$ cat config.mk
export PLATFORM = sky130hd
export DESIGN_NAME = sccb_master_flat
export DESIGN_NICKNAME = d
export VERILOG_FILES = /design/src/rtl/sccb_if.sv /design/src/rtl/sccb_master.sv /design/src/flat_wrapper.sv
export SDC_FILE = /design/constraint.sdc
export NUM_CORES = 1
export LEC_CHECK = 0
export ABC_CLOCK_PERIOD_IN_PS = 3400
export CELL_PAD_IN_SITES_DETAIL_PLACEMENT = 1
export CELL_PAD_IN_SITES_GLOBAL_PLACEMENT = 1
export CORE_ASPECT_RATIO = 1.75
export CORE_MARGIN = 2
export CORE_UTILIZATION = 33
export CTS_CLUSTER_DIAMETER = 50
export DETAILED_ROUTE_END_ITERATION = 12
export PLACE_DENSITY_LB_ADDON = 0.08
export RECOVER_POWER = 25
export SYNTH_ARGS = -nofsm -noshare
export SYNTH_HDL_FRONTEND = slang
export SYNTH_SLANG_ARGS = --single-unit
$ cat constraint.sdc
create_clock -name clk -period 3.4 [get_ports clk]
set_input_delay 0.68 -clock clk [delete_from_list [all_inputs] [get_ports clk]]
set_output_delay 0.68 -clock clk [all_outputs]
set_load 0.03 [all_outputs]
$ cat src/rtl/sccb_if.sv
// SCCB master request/response and pad-enable bundle.
// Pad enables are pull-low: 1 drives the line low, 0 releases it.
interface sccb_if;
  logic        start;
  logic        rw;
  logic [15:0] reg_addr;
  logic [7:0]  wdata;
  logic        SIOD_in;
  logic        ready;
  logic [7:0]  rdata;
  logic        rdata_valid;
  logic        nack_err;
  logic        SIOC_oe;
  logic        SIOD_oe;

  modport master (
    input  start, rw, reg_addr, wdata, SIOD_in,
    output ready, rdata, rdata_valid, nack_err, SIOC_oe, SIOD_oe
  );

  modport slave (
    output start, rw, reg_addr, wdata, SIOD_in,
    input  ready, rdata, rdata_valid, nack_err, SIOC_oe, SIOD_oe
  );
endinterface

$ cat src/rtl/sccb_master.sv
// SCCB master: 3-phase write, 2-phase write + 2-phase read, 8/16-bit register address.
// Optional macro SCCB_ACK_CHECK_EN: sample slave ACK on master-sent bytes, abort on NACK.
//
// state    | meaning
// ---------+--------------------------------------------------------------
// S_IDLE   | ready, lines released
// S_START  | SIOD low while SIOC released (also entry point for restart)
// (LOAD)   | zero-cycle byte pick on exit from START and after each 9th bit
// S_BIT_LO | SIOC low, SIOD held
// S_BIT_SET| SIOC low, SIOD set to the data bit (released for read/9th bit)
// S_BIT_HI | SIOC released for 2Q, sample point at Q
// S_STOP1  | SIOC low, SIOD low
// S_STOP2  | SIOC released, SIOD low
// S_STOP3  | SIOD released (STOP edge)
// S_GAP    | idle spacing, then IDLE or read phase 2
module sccb_master #(
  parameter int         CLK_FREQ       = 25_000_000,
  parameter int         SCCB_FREQ      = 100_000,
  parameter logic [7:0] DEV_ADDR       = 8'h42,
  parameter int         REG_ADDR_BYTES = 1,
  parameter int         GAP_Q          = 8
) (
  input logic    clk,
  input logic    reset,
  sccb_if.master bus
);
  localparam int Q    = CLK_FREQ / (4 * SCCB_FREQ);
  localparam int TMAX = (GAP_Q * Q > 2 * Q) ? GAP_Q * Q : 2 * Q;
  localparam int TW   = $clog2(TMAX + 2);
  localparam logic [TW-1:0] T_Q   = TW'(Q - 1);
  localparam logic [TW-1:0] T_2Q  = TW'(2 * Q - 1);
  localparam logic [TW-1:0] T_GAP = TW'(GAP_Q * Q - 1);

  if (Q < 1) begin : g_q_chk
    $error("sccb_master: CLK_FREQ/(4*SCCB_FREQ) must be at least 1");
  end
  if (REG_ADDR_BYTES != 1 && REG_ADDR_BYTES != 2) begin : g_rab_chk
    $error("sccb_master: REG_ADDR_BYTES must be 1 or 2");
  end

  typedef enum logic [3:0] {
    S_IDLE, S_START, S_BIT_LO, S_BIT_SET, S_BIT_HI, S_STOP1, S_STOP2, S_STOP3, S_GAP
  } state_t;

  state_t        state, state_n;
  logic [TW-1:0] timer, timer_n;
  logic [2:0]    byte_idx, byte_idx_n;
  logic [3:0]    bit_cnt, bit_cnt_n;
  logic [7:0]    shreg, shreg_n;
  logic [6:0]    rx, rx_n;
  logic [7:0]    rdata_q, rdata_n;
  logic          rdata_valid_q, rdata_valid_n;
  logic          nack_q, nack_n;
  logic          abort, abort_n;
  logic          phase2, phase2_n;
  logic          rw_q, rw_n;
  logic [15:0]   addr_q, addr_n;
  logic [7:0]    wdata_q, wdata_n;
  logic          sioc_q, sioc_n;
  logic          siod_q, siod_n;

  logic       tdone, rd_byte, load, ack_fail;
  logic [2:0] nbytes;
  logic [7:0] next_byte;

`ifdef SCCB_ACK_CHECK_EN
  assign ack_fail     = bus.SIOD_in;
  assign bus.nack_err = nack_q;
`else
  assign ack_fail     = 1'b0;
  assign bus.nack_err = 1'b0;
`endif

  assign tdone   = (timer == '0);
  assign rd_byte = phase2 && (byte_idx == 3'd2);
  assign nbytes  = phase2 ? 3'd2 : (rw_q ? 3'(1 + REG_ADDR_BYTES) : 3'(2 + REG_ADDR_BYTES));

  always_comb begin
    next_byte = wdata_q;
    if (phase2)
      next_byte = (byte_idx == 3'd0) ? (DEV_ADDR | 8'h01) : 8'h00;
    else if (byte_idx == 3'd0)
      next_byte = DEV_ADDR;
    else if (REG_ADDR_BYTES == 2 && byte_idx == 3'd1)
      next_byte = addr_q[15:8];
    else if (byte_idx == 3'(REG_ADDR_BYTES))
      next_byte = addr_q[7:0];
  end

  always_comb begin
    state_n       = state;
    timer_n       = tdone ? timer : timer - 1'b1;
    byte_idx_n    = byte_idx;
    bit_cnt_n     = bit_cnt;
    shreg_n       = shreg;
    rx_n          = rx;
    rdata_n       = rdata_q;
    rdata_valid_n = 1'b0;
    nack_n        = nack_q;
    abort_n       = abort;
    phase2_n      = phase2;
    rw_n          = rw_q;
    addr_n        = addr_q;
    wdata_n       = wdata_q;
    sioc_n        = sioc_q;
    siod_n        = siod_q;
    load          = 1'b0;

    case (state)
      S_IDLE: if (bus.start) begin
        rw_n       = bus.rw;
        addr_n     = bus.reg_addr;
        wdata_n    = bus.wdata;
        nack_n     = 1'b0;
        abort_n    = 1'b0;
        phase2_n   = 1'b0;
        byte_idx_n = '0;
        siod_n     = 1'b1;
        timer_n    = T_Q;
        state_n    = S_START;
      end
      S_START: load = tdone;
      S_BIT_LO: if (tdone) begin
        siod_n  = (bit_cnt == 4'd8 || rd_byte) ? 1'b0 : ~shreg[7];
        timer_n = T_Q;
        state_n = S_BIT_SET;
      end
      S_BIT_SET: if (tdone) begin
        sioc_n  = 1'b0;
        timer_n = T_2Q;
        state_n = S_BIT_HI;
      end
      S_BIT_HI: begin
        if (timer == T_Q) begin
          if (rd_byte && bit_cnt != 4'd8) begin
            rx_n = {rx[5:0], bus.SIOD_in};
            if (bit_cnt == 4'd7) begin
              rdata_n       = {rx, bus.SIOD_in};
              rdata_valid_n = 1'b1;
            end
          end else if (!rd_byte && bit_cnt == 4'd8 && ack_fail) begin
            nack_n  = 1'b1;
            abort_n = 1'b1;
          end
        end
        if (tdone) begin
          if (bit_cnt == 4'd8) begin
            load = 1'b1;
          end else begin
            sioc_n    = 1'b1;
            shreg_n   = {shreg[6:0], 1'b0};
            bit_cnt_n = bit_cnt + 1'b1;
            timer_n   = T_Q;
            state_n   = S_BIT_LO;
          end
        end
      end
      S_STOP1: if (tdone) begin
        sioc_n  = 1'b0;
        timer_n = T_Q;
        state_n = S_STOP2;
      end
      S_STOP2: if (tdone) begin
        siod_n  = 1'b0;
        timer_n = T_Q;
        state_n = S_STOP3;
      end
      S_STOP3: if (tdone) begin
        timer_n = T_GAP;
        state_n = S_GAP;
      end
      S_GAP: if (tdone) begin
        // A read continues with its second phase unless phase 1 was NACKed
        if (rw_q && !phase2 && !abort) begin
          phase2_n   = 1'b1;
          byte_idx_n = '0;
          siod_n     = 1'b1;
          timer_n    = T_Q;
          state_n    = S_START;
        end else begin
          state_n = S_IDLE;
        end
      end
      default: state_n = S_IDLE;
    endcase

    if (load) begin
      sioc_n  = 1'b1;
      timer_n = T_Q;
      if (abort_n || byte_idx == nbytes) begin
        siod_n  = 1'b1;
        state_n = S_STOP1;
      end else begin
        shreg_n    = next_byte;
        bit_cnt_n  = '0;
        byte_idx_n = byte_idx + 1'b1;
        state_n    = S_BIT_LO;
      end
    end
  end

  always_ff @(posedge clk) begin
    if (reset) begin
      state         <= S_IDLE;
      timer         <= '0;
      byte_idx      <= '0;
      bit_cnt       <= '0;
      shreg         <= '0;
      rx            <= '0;
      rdata_q       <= '0;
      rdata_valid_q <= 1'b0;
      nack_q        <= 1'b0;
      abort         <= 1'b0;
      phase2        <= 1'b0;
      rw_q          <= 1'b0;
      addr_q        <= '0;
      wdata_q       <= '0;
      sioc_q        <= 1'b0;
      siod_q        <= 1'b0;
    end else begin
      state         <= state_n;
      timer         <= timer_n;
      byte_idx      <= byte_idx_n;
      bit_cnt       <= bit_cnt_n;
      shreg         <= shreg_n;
      rx            <= rx_n;
      rdata_q       <= rdata_n;
      rdata_valid_q <= rdata_valid_n;
      nack_q        <= nack_n;
      abort         <= abort_n;
      phase2        <= phase2_n;
      rw_q          <= rw_n;
      addr_q        <= addr_n;
      wdata_q       <= wdata_n;
      sioc_q        <= sioc_n;
      siod_q        <= siod_n;
    end
  end

  assign bus.ready       = (state == S_IDLE);
  assign bus.rdata       = rdata_q;
  assign bus.rdata_valid = rdata_valid_q;
  assign bus.SIOC_oe     = sioc_q;
  assign bus.SIOD_oe     = siod_q;
endmodule

$ cat src/flat_wrapper.sv
// flat-port wrapper written by rule: the top's interface ports become plain ports
module sccb_master_flat 
#(
  parameter int         CLK_FREQ       = 25_000_000,
  parameter int         SCCB_FREQ      = 100_000,
  parameter logic [7:0] DEV_ADDR       = 8'h42,
  parameter int         REG_ADDR_BYTES = 1,
  parameter int         GAP_Q          = 8
)
  (clk, reset, bus_start, bus_rw, bus_reg_addr, bus_wdata, bus_SIOD_in, bus_ready, bus_rdata, bus_rdata_valid, bus_nack_err, bus_SIOC_oe, bus_SIOD_oe);
  sccb_if bus_i ();
  input logic clk;
  input logic reset;
  input wire logic [$bits(bus_i.start)-1:0] bus_start;
  input wire logic [$bits(bus_i.rw)-1:0] bus_rw;
  input wire logic [$bits(bus_i.reg_addr)-1:0] bus_reg_addr;
  input wire logic [$bits(bus_i.wdata)-1:0] bus_wdata;
  input wire logic [$bits(bus_i.SIOD_in)-1:0] bus_SIOD_in;
  output wire logic [$bits(bus_i.ready)-1:0] bus_ready;
  output wire logic [$bits(bus_i.rdata)-1:0] bus_rdata;
  output wire logic [$bits(bus_i.rdata_valid)-1:0] bus_rdata_valid;
  output wire logic [$bits(bus_i.nack_err)-1:0] bus_nack_err;
  output wire logic [$bits(bus_i.SIOC_oe)-1:0] bus_SIOC_oe;
  output wire logic [$bits(bus_i.SIOD_oe)-1:0] bus_SIOD_oe;
  assign bus_i.start = bus_start;
  assign bus_i.rw = bus_rw;
  assign bus_i.reg_addr = bus_reg_addr;
  assign bus_i.wdata = bus_wdata;
  assign bus_i.SIOD_in = bus_SIOD_in;
  assign bus_ready = bus_i.ready;
  assign bus_rdata = bus_i.rdata;
  assign bus_rdata_valid = bus_i.rdata_valid;
  assign bus_nack_err = bus_i.nack_err;
  assign bus_SIOC_oe = bus_i.SIOC_oe;
  assign bus_SIOD_oe = bus_i.SIOD_oe;
  sccb_master #(.CLK_FREQ(CLK_FREQ), .SCCB_FREQ(SCCB_FREQ), .DEV_ADDR(DEV_ADDR), .REG_ADDR_BYTES(REG_ADDR_BYTES), .GAP_Q(GAP_Q)) u_core (.clk(clk), .reset(reset), .bus(bus_i));
endmodule
* After elaboration in Yosys (flattened, before gate mapping) *
Index checks and enable logic that the tools add are counted.

word-level totals
  output and inout port bits = 13
  input bits = 29
  register bits = 65
  logic and storage cells = 145

operators by class
  reduce and logical (&&, ||, !) cells = 23
  mux-type cells = 70
  bitwise operators = 4
  add/sub/neg operators = 3
  equal/unequal tests = 29

operators with widths
  kind                                                                     number
  9-bit two-way mux                                                        9
  8-bit two-way mux                                                        8
  4-bit two-way mux                                                        15
  9-bit one-hot mux with 6 select lines                                    1
  4-bit one-hot mux with 9 select lines                                    1
  3-bit by 1-bit inequality test with 1-bit output, second input constant  8
  1-bit two-way mux                                                        22
  3-bit two-way mux                                                        7
  4-bit by 3-bit == test with 1-bit output, second input constant          5
  4-bit AND reduction                                                      3
  10-bit AND reduction                                                     1
  9-bit by 6-bit == test with 1-bit output, second input constant          1
  9-bit zero test                                                          1
  9-bit by 1-bit subtractor with 9-bit output, second input constant       1
  4-bit by 2-bit == test with 1-bit output, second input constant          2
  4-bit == test, second input constant                                     2
  7-bit two-way mux                                                        1
  6-bit two-way mux                                                        1
  2-bit by 1-bit inequality test with 1-bit output, second input constant  3
  3-bit by 2-bit inequality test with 1-bit output, second input constant  2
  1-bit one-hot mux with 2 select lines                                    3
  3-bit one-hot mux with 2 select lines                                    1
  4-bit by 1-bit adder with 4-bit output, second input constant            1
  4-bit by 1-bit == test with 1-bit output, second input constant          1
  other kinds (20)                                                         29

* Depth between registers and ports, before layout *
Gate-level depths: netlist of run 1.

  depth after elaboration = 8
  mapped depth = 10
  gate-level depth less buffers = 9

* Worst setup path before layout of run 1 *
OpenSTA, ideal clock, no wires.

  path type = flip-flop to flip-flop
  start point = register u_core.state[1]
  end point = register u_core.shreg[2]
  data arrival time = 2.784 ns
  stages on the path, launching flop included = 7
  slack = 0.540 ns
  clock period less this slack = 2.860 ns
  path buffers = 1
  setup time = 0.076 ns
  data required time = 3.324 ns
  cells stage by stage = dfxtp_1 -> clkbuf_1 -> nor4_1 -> a21bo_2 -> nand4_1 -> or4b_1 -> o22ai_1

between the ends
  word-level cells in the longest chain between the ends = 5
  elaborated cells on any way between the ends = 9
  those cells by class = eq/ne (2); mux (5); reduce/logical (2)

RTL lines
  what                      line                text
  start: declaration        sccb_master.sv:45   state_t state, state_n;
  start signal: assignment  sccb_master.sv:221  state <= state_n;
  4-bit zero test           n/a
  named net bus_ready       flat_wrapper.sv:19  output wire logic [$bits(bus_i.ready)-1:0] bus_ready;
  1-bit two-way mux         n/a
  1-bit logical OR          sccb_master.sv:190  if (abort_n || byte_idx == nbytes) begin
  8-bit two-way mux         sccb_master.sv:190
  8-bit two-way mux         sccb_master.sv:187  if (load) begin
  end signal: assignment    sccb_master.sv:225  shreg <= shreg_n;
  end: declaration          sccb_master.sv:49   logic [7:0] shreg, shreg_n;

The timed path passes the listed nets, and every way through them passes these cells.
A chain may end at the register's enable or synchronous reset.

* Worst setup path after layout of run 1 *
  start point = register u_core.state[0]
  end point = output port bus_ready

between the ends
  word-level cells in the longest chain between the ends = 1

RTL lines
  what              line                text
  4-bit zero test   sccb_master.sv:240  assign bus.ready = (state == S_IDLE);
  end: declaration  flat_wrapper.sv:19

No other way between the ends.

==> results by group, run 1 <==
CTS
  • Htree depth: 3
  • Post-CTS Resized: 0
  • CTS tree: yes
  • CTS Root Cell: clkbuf_16
  • Maximum root-to-sink buffer count: 2
  • Inserted Clock Buffers: 9
  • Reg clk slew, reported paths: 0.06 ns
  • Later-pin clock latency in the skew report: 0.33 ns
  • Sink Count: 65
  • # Post-CTS Setup Buffers: 0
  • Number of hold buffers added after CTS: 0

Worst setup path
  • Arr. time, crit path: 2.39 ns
  • Worst Reg-to-Reg Cells: 9
  • CP startpoint kind: register
  • WS Path Type: reg -> out
  • CP peak stage delay: 0.81 ns
  • Slowest cell on crit path: clkdlybuf4s50_1
  • Crit path cell chain: nor4_1 > clkdlybuf4s50_1
  • Worst Path Required: 2.72 ns
  • Crit-path max FO: 15
  • Setup crit end kind: output port

Floorplan
  • Core Region: 0.0102 sq mm
  • Die X-Extent: 81.1 microns
  • FP Rows: 49
  • Die Y: 139 microns
  • Starting utilization of the core area: 33.7%
  • # IOs: 42
  • Die ar.: 0.0113 sq mm

Timing
  • Worst Tran Pin Value: 0.866 ns
  • Endpoints failing hold: 0
  • RSZ-0062 raised after global routing: no
  • Max-slew headroom: 42.3%
  • Fin crit period: 3.07 ns
  • Setup_tns: 0 ns
  • Clock skew: 0.00708 ns
  • Finish-stage setup viols: 0
  • Fmax: 326 MHz
  • Smallest hold slack: 0.456 ns
  • Fin crit share: 90.2%
  • Post-route worst setup slack: 0.332 ns
  • Max Slew Vio Count: 0

Place
  • DP Worst Slack: 0.482 ns
  • Hpwl dp: 7530 microns
  • IO Port Bufs: 32
  • RD Place Congestion: 0.815

Global routing
  • Total track usage: 19.5%
  • Pin count of the biggest net entering global routing: 34
  • GR Overflow Total: 0
  • Initial antenna violation count: 0
  • Number of global-route vias before repair: 3268
  • First-pass GRT wire length: 16800 microns

Routing
  • Drt wl/cell: 17.5 microns
  • DR iter-0 viols: 115
  • Drt drc: 0
  • Final ANT Viol Nets: 0
  • Router iterations before antenna repair: 4
  • Vias post-DR: 3098
  • Final wirelength: 9960 microns
  • Via/cell ratio: 5.45

Pwr
  • Pwr Density: 785 mW/mm^2
  • Leak pwr: 0.00149 uW
  • Power Total: 3300 uW
  • Maximum vdd ir drop: 0.000291 V

Run status
  • Status: complete, no violations

Synth
  • Syn avg cell area: 8.45 sq um
  • Syn Nets: 445
  • Ys async rst share: 0%
  • Number of synthesized flops with an enable pin: 0
  • Post-Syn Area: 0.00343 sq mm
  • Synth Warn #: 0
  • Synth top cells by count: 65 x dfxtp_1, 47 x nand2_1, 34 x nor2_1
  • Most frequent cell after synthesis: dfxtp_1
  • Prevailing post-synth register cell: dfxtp_1
  • Synth cell types: 62
  • Mapped Cells: 406
  • Yosys reg bits: 65
  • Yosys top cell by area: dfxtp_1
  • Dominant cells by area after synthesis: dfxtp_1 38%, mux2i_1 9.0%, nand2_1 5.1%
  • Synth top area share: 37.9%
  • Seq/Total Area, Yosys: 37.9%

Final layout
  • Layout cells sized above 1: 9.98%
  • Sequential cell area: 0.00130 sq mm
  • Multi-input gate area: 0.00196 sq mm
  • Inserted Diodes: 0
  • Area growth syn-to-layout: 22.6%
  • Fill count: 1241
  • Fin nets: 475

Hold path
  • Hold depth: 2
  • Worst min-delay path class: reg -> reg

Flow run
  • Max cap viols: 0
[cell usage in the layout (no fill, tap or decap), types with 3 or more instances in the layout]
master,Yosys,layout
a211oi_1,7,7
a21oi_1,33,33
a22oi_1,4,4
a31oi_1,3,3
and2_1,3,3
and3_1,4,4
buf_4,2,15
clkbuf_1,24,4
clkbuf_16,0,9
clkbuf_8,0,3
clkdlybuf4s50_1,0,20
dfxtp_1,65,65
dlygate4sd3_1,0,11
ha_1,10,10
inv_1,10,10
mux2i_1,31,31
nand2_1,47,47
nand2b_1,8,8
nand3_1,9,9
nand4_1,3,3
nor2_1,34,34
nor2b_1,3,3
nor3_1,8,8
nor4_1,6,6
nor4b_1,3,3
o21ai_0,18,18
o22ai_1,6,6
o31ai_1,4,4
or3_1,4,4
xnor2_1,4,4
[worst max-delay path: cells and delay by family (launching register included)]
| kind | cells | cell delay (ns) |
|---|---|---|
| DFF | 1 | 0.47 |
| buffers and inverters | 1 | 0.81 |
| and+or+nand+nor | 1 | 0.77 |
[stage by stage]
step           cells  utilization (%)  area (sq um)
3_5_place_dp     552             38.4          3900
5_1_grt          568             41.3          4210
6_report         568             41.3          4210
3_3_place_gp     552             38.4          3900
4_1_cts          568             41.4          4210
2_1_floorplan    406                -          3430
[report_power, final]
group          total, uW  leakage (uW)  internal [uW]  switching [uW]
logic               1320      0.000811            522             801
clock network        958      0.000153            627             331
registers           1020      0.000529            876             146
[layout make-up]
| class | count | area share (%) |
|---|---|---|
| Multi-Input combinational cell | 300 | 46.6 |
| Timing Repair Buffer | 49 | 10.4 |
| Clock inverter | 2 | 0.833 |
| Inverter | 11 | 0.982 |
| Sequential cell | 65 | 30.9 |
| Tap cell | 127 | 3.78 |
| Clock buffer | 14 | 6.52 |
[layer usage]
layer / wire [microns] / GRT usage [%] / up-vias
met3: 210 / 3.26 / 24
met1: 3890 / 21.3 / 1509
met2: 5510 / 35.0 / 49
met5: 0 / 0 / -
li1: - / - / 1516
met4: 347 / 9.37 / 0
[flip-flops by register name, indices dropped and copies added, names as in the netlist]
name	count
u_core.timer	9
u_core.addr_q	8
u_core.bus.rdata	8
u_core.shreg	8
u_core.wdata_q	8
u_core.rx	7
u_core.bit_cnt	4
u_core.state	4
u_core.byte_idx	3
u_core.abort	1
u_core.bus.SIOC_oe	1
u_core.bus.SIOD_oe	1
u_core.bus.rdata_valid	1
u_core.phase2	1
u_core.rw_q	1
[worst paths after layout]
kind / slack (ns) / start / to
worst min-delay path: 0.46 / u_core.wdata_q[7] / u_core.wdata_q[7]
worst min register to register: 0.46 / u_core.wdata_q[7] / u_core.wdata_q[7]
worst max register to register: 0.51 / u_core.timer[1] / u_core.timer[0]
worst max-delay path: 0.33 / u_core.state[0] / bus_ready
[cell families (layout without fill, tap and decap cells)]
kind of cell	after synthesis	count (layout)	share of synthesized area, %
AO/OA/AOI/OAI	98	98	18.2
XOR/XNOR	6	6	1.53
adder cells (fa/ha/maj)	11	11	3.94
buffers and inverters	41	76	4.93
flip-flops	65	65	37.9
multiplexers	33	33	9.70
other	1	1	0.109
AND/OR/NAND/NOR	151	151	23.7
No activity file was read; power rests on OpenSTA's default activity.
==> inputs of run 2 (changes only) <==
--- a/config.mk
+++ b/config.mk
@@ -15,6 +15,7 @@
 export DETAILED_ROUTE_END_ITERATION = 12
 export PLACE_DENSITY_LB_ADDON = 0.08
 export RECOVER_POWER = 25
+export SKIP_LAST_GASP = 1
 export SYNTH_ARGS = -nofsm -noshare
 export SYNTH_HDL_FRONTEND = slang
 export SYNTH_SLANG_ARGS = --single-unit
==> results of run 2 <==
Final layout, timing and power as in run 1 (identical DEF).
==> patch, RTL diff (config.mk and constraints of run 2) <==
Re-encode `state_t` (9 states) as Gray code, 4 bits wide.
--- a/src/rtl/sccb_master.sv
+++ b/src/rtl/sccb_master.sv
@@ -39,7 +39,7 @@
   end
 
   typedef enum logic [3:0] {
-    S_IDLE, S_START, S_BIT_LO, S_BIT_SET, S_BIT_HI, S_STOP1, S_STOP2, S_STOP3, S_GAP
+    S_IDLE = 4'b0000, S_START = 4'b0001, S_BIT_LO = 4'b0011, S_BIT_SET = 4'b0010, S_BIT_HI = 4'b0110, S_STOP1 = 4'b0111, S_STOP2 = 4'b0101, S_STOP3 = 4'b0100, S_GAP = 4'b1100
   } state_t;
 
   state_t        state, state_n;
Check against the original RTL: no difference found for any inputs over 10 cycles, from zero or initial values and one cycle with reset high; not proved beyond that.
==> patch against run 2 <==
Area after synthesis is 0.22% lower; wire length is 4.5% lower; critical path type unchanged; hold slack hardly changed; total power is 11% lower; largest power group is now the clock network; cell area is 0.45% lower; sequential share of layout area is 0.14 points higher; critical endpoint unchanged; worst setup slack better by 0.25 ns; combinational power is 27% lower; maximum frequency is 8.8% higher; count of clock-buffer cells in the layout is 4 lower; sequential cell count stayed put.
==> patch: results <==
status:
  status: "finished clean"
global_route:
  grt_pass1_vias: 3141
  use_met3_pct: 3.45
  met2_usage_pct: 33.1
  grt_usage_pct: 18.3
logic_synthesis:
  synthesis.nets: 448
  seq_area_frac_synth_pct: 38.0
critical_path:
  worstPathArrival_ns: 2.14
  reg2reg_depth: 5
  critPathMaxStageDelay_ns: 0.77
pwr:
  combPwrFrac_pct: 32.6
  power_leakage_nw: 1.55
  p_seq_share_pct: 32.7
  powerDensity_nw_per_um2: 703
  switching_share_pct: 35.6
  vdd_drop_max_mv: 0.367
final_layout:
  final_nets: 477
  fin_util_pct: 41.1
sta:
  finalClockSkew_ns: 0.00355
drt:
  wl_met3_um: 230
  wl_met2_mm: 5.21
  vias: 3042
  met1_length_mm: 3.75
  drt_iter0_markers: 86
placed_design:
  place_area_um2: 3870
patch: cell count changes in the layout (fill, tap and decap cells not counted), moves of 4 or more:
cell / run 2 / this run
clkdlybuf4s50_1: 20 / 31
dlygate4sd3_1: 11 / 0
nor2_1: 34 / 44
a21oi_1: 33 / 41
a31oi_1: 3 / 8
buf_4: 15 / 10
nand2b_1: 8 / 3
nand2_1: 47 / 51
patch: path summary, 6_finish.rpt:
| check | start | end | slack [ns] |
|---|---|---|---|
| setup / recovery | u_core.state[0] | bus_ready | 0.58 |
| hold / removal | u_core.wdata_q[6] | u_core.wdata_q[6] | 0.46 |
| setup reg to reg | u_core.state[0] | u_core.byte_idx[2] | 0.79 |
| hold reg to reg | u_core.wdata_q[6] | u_core.wdata_q[6] | 0.46 |
patch: logic make-up (layout without fill, tap and decap cells):
group | after synthesis | count (layout) | synth area share, %
AND/OR/NAND/NOR | 154 | 154 | 23.7
AO/OA/AOI/OAI | 102 | 102 | 18.4
flip-flops | 65 | 65 | 38.0
buffers and inverters | 38 | 72 | 4.68
multiplexers | 34 | 34 | 10.1
adder cells (fa/ha/maj) | 10 | 10 | 3.66
XOR/XNOR | 5 | 5 | 1.28
other | 1 | 1 | 0.110
patch: area by class of cell:
class                   count  area share, %
inverters                  12           1.08
clock buffers              10           5.71
well taps                 127           3.80
flip-flops and latches     65           31.1
multi-input cells         306           46.7
clock inverters             6           2.15
repair buffers             44           9.50
patch: per-stage QoR:
stage | setup WS (ns) | instances | hold WS [ns]
6_report | 0.579 | 570 | 0.456
5_1_grt | 0.441 | 570 | 0.478
4_1_cts | 0.649 | 570 | 0.457
3_5_place_dp | 0.814 | 554 | 0.449
3_3_place_gp | 0.817 | 554 | 0.442
2_1_floorplan | 1.12 | 409 | 0.436
